[src/rtl/bp_fe_fetch_ctrl.sv]
// Front-end fetch controller: issues sequential fetches, tracks the two-stage
// fetch pipeline, replays icache misses and queues completed fetches for the backend.
module bp_fe_fetch_ctrl #(
    parameter int vaddr_width_p = 39,
    parameter int instr_width_p = 32,
    parameter int fifo_els_p    = 4,
    parameter logic [vaddr_width_p-1:0] reset_pc_p = vaddr_width_p'(48'h0000_8000_0000)
) (
    input  logic                     clk_i,
    input  logic                     reset_n_i,

    input  logic                     redirect_v_i,
    input  logic [vaddr_width_p-1:0] redirect_pc_i,

    output logic [vaddr_width_p-1:0] mem_cmd_vaddr_o,
    output logic                     mem_cmd_v_o,
    input  logic                     mem_cmd_yumi_i,
    output logic                     mem_poison_o,

    input  logic                     mem_resp_v_i,
    input  logic [instr_width_p-1:0] mem_resp_data_i,
    input  logic                     mem_resp_itlb_miss_i,
    input  logic                     mem_resp_access_fault_i,
    input  logic                     mem_resp_page_fault_i,
    input  logic                     mem_resp_icache_miss_i,

    output logic [vaddr_width_p-1:0] fetch_pc_o,
    output logic [instr_width_p-1:0] fetch_instr_o,
    output logic [1:0]               fetch_exc_o,
    output logic                     fetch_v_o,
    input  logic                     fetch_yumi_i
);

    // state  | meaning
    // e_idle | out of reset, waiting for the first redirect
    // e_run  | issuing sequential fetches
    // e_wait | exception queued, waiting for a redirect
    typedef enum logic [1:0] {
        e_idle = 2'd0,
        e_run  = 2'd1,
        e_wait = 2'd2
    } state_e;

    localparam int ptr_w = (fifo_els_p > 1) ? $clog2(fifo_els_p) : 1;
    localparam int cnt_w = $clog2(fifo_els_p + 1);
    localparam logic [vaddr_width_p-1:0] pc_incr = vaddr_width_p'(instr_width_p / 8);
    localparam logic [ptr_w-1:0] ptr_last = ptr_w'(fifo_els_p - 1);

    state_e state_r, state_n;
    logic [vaddr_width_p-1:0] next_pc_r, next_pc_n;

    logic                     s1_v_r, s2_v_r;
    logic [vaddr_width_p-1:0] s1_pc_r, s2_pc_r;

    logic [vaddr_width_p-1:0] pc_q    [fifo_els_p];
    logic [instr_width_p-1:0] instr_q [fifo_els_p];
    logic [1:0]               exc_q   [fifo_els_p];
    logic [ptr_w-1:0]         wptr_r, rptr_r;
    logic [cnt_w-1:0]         count_r;

    logic       resp_live, resp_exc, resp_miss, resp_clean;
    logic [1:0] resp_code;
    logic [cnt_w:0] in_flight;
    logic       accept, enq, deq;

    always_comb begin
        resp_live  = mem_resp_v_i & s2_v_r;
        resp_exc   = resp_live & (mem_resp_itlb_miss_i | mem_resp_access_fault_i
                                  | mem_resp_page_fault_i);
        resp_miss  = resp_live & ~resp_exc & mem_resp_icache_miss_i;
        resp_clean = resp_live & ~resp_exc & ~mem_resp_icache_miss_i;

        if (mem_resp_itlb_miss_i)         resp_code = 2'd1;
        else if (mem_resp_access_fault_i) resp_code = 2'd2;
        else if (mem_resp_page_fault_i)   resp_code = 2'd3;
        else                              resp_code = 2'd0;

        in_flight = (cnt_w+1)'(count_r) + (cnt_w+1)'(s1_v_r) + (cnt_w+1)'(s2_v_r);
    end

    always_ff @(posedge clk_i or negedge reset_n_i) begin
        if (!reset_n_i) begin
            state_r   <= e_idle;
            next_pc_r <= reset_pc_p;
        end else begin
            state_r   <= state_n;
            next_pc_r <= next_pc_n;
        end
    end

    always_comb begin
        state_n         = state_r;
        next_pc_n       = next_pc_r;
        mem_poison_o    = redirect_v_i | resp_exc | resp_miss;
        mem_cmd_v_o     = 1'b0;
        mem_cmd_vaddr_o = next_pc_r;
        enq             = 1'b0;

        // Credit check counts fetches still in flight so the queue can never overflow
        if (state_r == e_run && !mem_poison_o && in_flight < (cnt_w+1)'(fifo_els_p))
            mem_cmd_v_o = 1'b1;
        accept = mem_cmd_v_o & mem_cmd_yumi_i;

        if (redirect_v_i) begin
            state_n   = e_run;
            next_pc_n = redirect_pc_i;
        end else begin
            enq = resp_exc | resp_clean;
            case (state_r)
                e_run: begin
                    if (resp_exc)
                        state_n = e_wait;
                    else if (resp_miss)
                        next_pc_n = s2_pc_r;
                    else if (accept)
                        next_pc_n = next_pc_r + pc_incr;
                end
                e_idle, e_wait: ;
                default: state_n = e_idle;
            endcase
        end
    end

    always_ff @(posedge clk_i or negedge reset_n_i) begin
        if (!reset_n_i) begin
            s1_v_r  <= 1'b0;
            s2_v_r  <= 1'b0;
            s1_pc_r <= '0;
            s2_pc_r <= '0;
        end else begin
            s1_v_r  <= accept;
            s1_pc_r <= next_pc_r;
            s2_v_r  <= s1_v_r & ~mem_poison_o;
            s2_pc_r <= s1_pc_r;
        end
    end

    always_comb begin
        fetch_v_o     = (count_r != '0) & ~redirect_v_i;
        deq           = fetch_v_o & fetch_yumi_i;
        fetch_pc_o    = pc_q[rptr_r];
        fetch_instr_o = instr_q[rptr_r];
        fetch_exc_o   = exc_q[rptr_r];
    end

    always_ff @(posedge clk_i or negedge reset_n_i) begin
        if (!reset_n_i) begin
            wptr_r  <= '0;
            rptr_r  <= '0;
            count_r <= '0;
            for (int i = 0; i < fifo_els_p; i++) begin
                pc_q[i]    <= '0;
                instr_q[i] <= '0;
                exc_q[i]   <= '0;
            end
        end else if (redirect_v_i) begin
            wptr_r  <= '0;
            rptr_r  <= '0;
            count_r <= '0;
        end else begin
            if (enq) begin
                pc_q[wptr_r]    <= s2_pc_r;
                instr_q[wptr_r] <= mem_resp_data_i;
                exc_q[wptr_r]   <= resp_code;
                wptr_r          <= (wptr_r == ptr_last) ? '0 : wptr_r + 1'b1;
            end
            if (deq)
                rptr_r <= (rptr_r == ptr_last) ? '0 : rptr_r + 1'b1;
            count_r <= count_r + cnt_w'(enq) - cnt_w'(deq);
        end
    end

    resp_has_slot: assert property (@(posedge clk_i) disable iff (!reset_n_i)
        mem_resp_v_i |-> s2_v_r);

endmodule

[config.mk]
export PLATFORM = sky130hd
export DESIGN_NAME = bp_fe_fetch_ctrl
export DESIGN_NICKNAME = d
export VERILOG_FILES = /design/src/rtl/bp_fe_fetch_ctrl.sv
export SDC_FILE = /design/constraint.sdc
export NUM_CORES = 1
export LEC_CHECK = 0
export ABC_AREA = 1
export BUFFER_PORTS_ARGS = -buffer_cell sky130_fd_sc_hd__buf_2
export CORE_MARGIN = 4
export CORE_UTILIZATION = 37
export CTS_BUF_LIST = sky130_fd_sc_hd__clkbuf_4 sky130_fd_sc_hd__clkbuf_8
export CTS_CLUSTER_DIAMETER = 150
export DETAILED_ROUTE_END_ITERATION = 8
export PLACE_DENSITY = 0.66
export SLEW_MARGIN = 25
export SYNTH_ARGS = -nofsm -noshare
export SYNTH_HDL_FRONTEND = slang
export SYNTH_SLANG_ARGS = --single-unit
[constraint.sdc]
create_clock -name clk_i -period 3.65 [get_ports clk_i]
set_input_delay 0.1825 -clock clk_i [delete_from_list [all_inputs] [get_ports clk_i]]
set_output_delay 0.1825 -clock clk_i [all_outputs]
set_load 0.01 [all_outputs]
==> impl_metrics.ini <==
[cts]
cts-root-buf = sky130_fd_sc_hd__clkbuf_8
tritoncts.num_buffers = 74
clkSinkCount = 420
cts-root-to-sink-buffers = 3
cts_tree = yes
htreeDepth = 3
worst_skew_pair.late_latency_ns = 0.65
clk_pin_slew_worst_paths_ns = 0.06
cts_repair_resize_count = 0

[sta]
maxSlewHeadroom = 0.3430
post-route-worst-setup-slack_ns = 0.6108
min_period_over_period = 0.8327
timing_worst_slew_pin_value_ns = 0.9854
totalNegativeSetupSlack_ns = 0
hold_violations = 0
clock.fmax_mhz = 329.0
final.setup_skew_ns = 0.02170
slew_viol_final = 0
final-setup-viol-count = 0
finalCriticalPeriod_ns = 3.039
whs_ns = 0.08077
grt_setup_unrepaired = no

[logic_synthesis]
yosys.area.top_type_share = 0.5185
synth_adder_area_share = 0.007177
synth_enable_flop_cells = 0
yosys.area_share.simple = 0.1226
main_combinational_cell_family_by_area_after_synthesis = multiplexers
synthesis.nets = 1884
synth_compound_area_frac = 0.08143
syn_inst = 1792
synthesis.area_per_instance_um2 = 11.28
synth_xor_area_frac = 0.001732
register_area_share_after_synthesis = 0.5198
synth_top_flop_cell = sky130_fd_sc_hd__dfrtp_1
portion_of_netlist_area_occupied_by_mux_cells = 0.2146
netlist_cell_types = 38
ys_ff_latch = 420
synth_top_area_cell = sky130_fd_sc_hd__dfrtp_1
ys_async_sr_fraction = 1.000
yosys_warnings = 0
synth.top_cells.by_area = sky130_fd_sc_hd__dfrtp_1, sky130_fd_sc_hd__mux2_4, sky130_fd_sc_hd__nand2_1
post-synth-top-count-cell = sky130_fd_sc_hd__dfrtp_1
netlist_area_um2 = 20220
synth.top_cells.by_count = sky130_fd_sc_hd__dfrtp_1, sky130_fd_sc_hd__nand2_1, sky130_fd_sc_hd__mux2_4

[power_and_ir_drop]
power.density_cell_area_nw_per_um2 = 652.5
total_power_mw = 15.66
leakagePower_nw = 11.73
power.ir.vdd_worst_mv = 0.3467

[die]
core_area_um2 = 53920
rows = 85
die-area_um2 = 58460
top_level_ports = 196
die_height_um = 241.8
floorplan.initialDensity = 0.3750
x_dimension_of_the_die_um = 241.8

[layout]
final_core_util = 0.4450
stdcell_area_um2 = 24000
syn_to_final_growth_pct = 18.66
final_cell_count_no_fill = 2820
antenna-diode-count = 0
drive_above_1_share = 0.3131
fin_nets = 2165

[worst_setup_path]
crit_path_max_fanout = 92
timing.rr.end = pc_q[150]
crit_path_start_kind = flip-flop
crit_buf_inv = 3
endpoint_kind_of_the_worst_setup_timing_path = primary output
timing.setup.critical_path_class = reg -> out
worstReg2RegStart = s2_v_r
delay_heaviest_family_cp = buffers and inverters
critPathArrivalTime_ns = 2.86
setup.reg_to_reg.worst_slack_ns = 1.21
r2r.worst_path.cells = 6
crit_path_top_delay_cell = sky130_fd_sc_hd__inv_4
critical_path_required_ns = 3.47
cell_breakdown_of_the_critical_path = inv_4 -> buf_4 -> o21ai_0 -> o22ai_1 -> buf_2
stage_delay_of_the_slowest_cell_on_the_critical_path_ns = 0.74

[drt]
drt_first_iter_violations = 1012
antenna_left = 0
route.detailed.wl_per_inst_um = 19.53
drt-total-wl_um = 55060
drt_drc_violations_left = 0
firstDrtPassIters = 5
num_vias = 14480
viasPerCell = 5.133

[global_route]
first_global_vias = 15120
grt_max_degree = 115
first_pass_grt_wire_length_um = 87610
grt_antenna_before_repair = 3
grt_overflow_total = 0
global_route.usage.total = 0.1868

[place]
globalplace.congestion = 0.9043
post_placement_worst_setup_slack_ns = 1.026
inst_count_dp = 2613
dpl_cell_area_um2 = 21610
port-buffer-count = 195
hpwl_dp_um = 34240

[hold_path]
worst_hold_path_stage_count = 5
hold_worst_path_end = state_r[1]
hp-start = mem_resp_v_i
hold_path_class = in -> reg

[outcome]
status = complete, no violations

[flow_run]
number_of_violations_of_the_max_capacitance_limit = 0
==> power by group <==
| part | total, mW | internal (mW) | switching [mW] |
|---|---|---|---|
| registers | 6.25 | 5.46 | 0.792 |
| logic | 4.74 | 2.00 | 2.75 |
| clock network | 4.66 | 2.66 | 2.00 |
==> final cells by class <==
class | count | area [µm²]
fill | 4915 | 29930
sequential | 420 | 10520
multi-input combinational | 1217 | 8648
timing repair buffer | 305 | 2180
clock buffer | 111 | 1396
tap | 696 | 870.8
inverter | 55 | 210.2
clock inverter | 16 | 173.9
==> flip-flops by register name, indices dropped and copies added (netlist names) <==
signal,flops
s1_v_r,1
rptr_r,2
s2_pc_r,39
exc_q,8
state_r,2
wptr_r,2
count_r,3
mem_cmd_vaddr_o,39
s1_pc_r,39
s2_v_r,1
pc_q,156
instr_q,128
==> worst min-delay path: stages <==
cell,delay [ns]
sky130_fd_sc_hd__buf_2,0.09
sky130_fd_sc_hd__nand2_1,0.13
sky130_fd_sc_hd__inv_2,0.12
sky130_fd_sc_hd__nand3_1,0.10
sky130_fd_sc_hd__a21oi_1,0.06
==> cells by family (layout without fill, tap and decap cells) <==
group | count (synthesis) | in the layout
AOI/OAI and AO/OA | 303 | 303
muxes | 292 | 292
adders and majority gates | 11 | 11
DFF | 420 | 420
and+or+nand+nor | 607 | 607
buffers and inverters | 155 | 487
xor gates and xnor gates | 4 | 4
==> what timing repair did <==
item	4_1_cts	5_1_grt
hold buffers	78	1
setup buffers	0	0
hold endpoints to repair	282	20
==> routing by layer <==
| layer | global-route usage | routed length, µm | up-vias |
|---|---|---|---|
| li1 | - | - | 6628 |
| met1 | 0.2609 | 25250 | 7272 |
| met2 | 0.2905 | 25080 | 469 |
| met3 | 0.04498 | 3401 | 102 |
| met4 | 0.05583 | 1306 | 4 |
| met5 | 0 | 22 | - |
==> worst max-delay path by stage <==
stage	start	end	slack, ns	depth (start not counted)
after CTS	rptr_r[0]	fetch_instr_o[9]	0.55	5
after floorplan	count_r[1]	count_r[2]	1.63	11
after detailed placement	mem_resp_page_fault_i	mem_cmd_vaddr_o[18]	1.03	10
final	rptr_r[0]	fetch_instr_o[9]	0.61	5
after global placement	mem_resp_page_fault_i	mem_cmd_vaddr_o[30]	1.17	12
after global routing	rptr_r[0]	fetch_instr_o[9]	0.37	5
==> cells in the final DEF, fill, tap and decap left out, types with 18 or more instances in the layout <==
cell	count
sky130_fd_sc_hd__dfrtp_1	417
sky130_fd_sc_hd__nand2_1	290
sky130_fd_sc_hd__mux2_4	280
sky130_fd_sc_hd__nor2_1	253
sky130_fd_sc_hd__buf_2	194
sky130_fd_sc_hd__o21ai_0	189
sky130_fd_sc_hd__clkbuf_8	90
sky130_fd_sc_hd__dlygate4sd3_1	79
sky130_fd_sc_hd__o22ai_1	74
sky130_fd_sc_hd__inv_1	51
sky130_fd_sc_hd__nand3_1	37
sky130_fd_sc_hd__a21oi_1	22
sky130_fd_sc_hd__clkbuf_4	21
sky130_fd_sc_hd__buf_4	18
No activity file was read; power rests on OpenSTA's default activity.
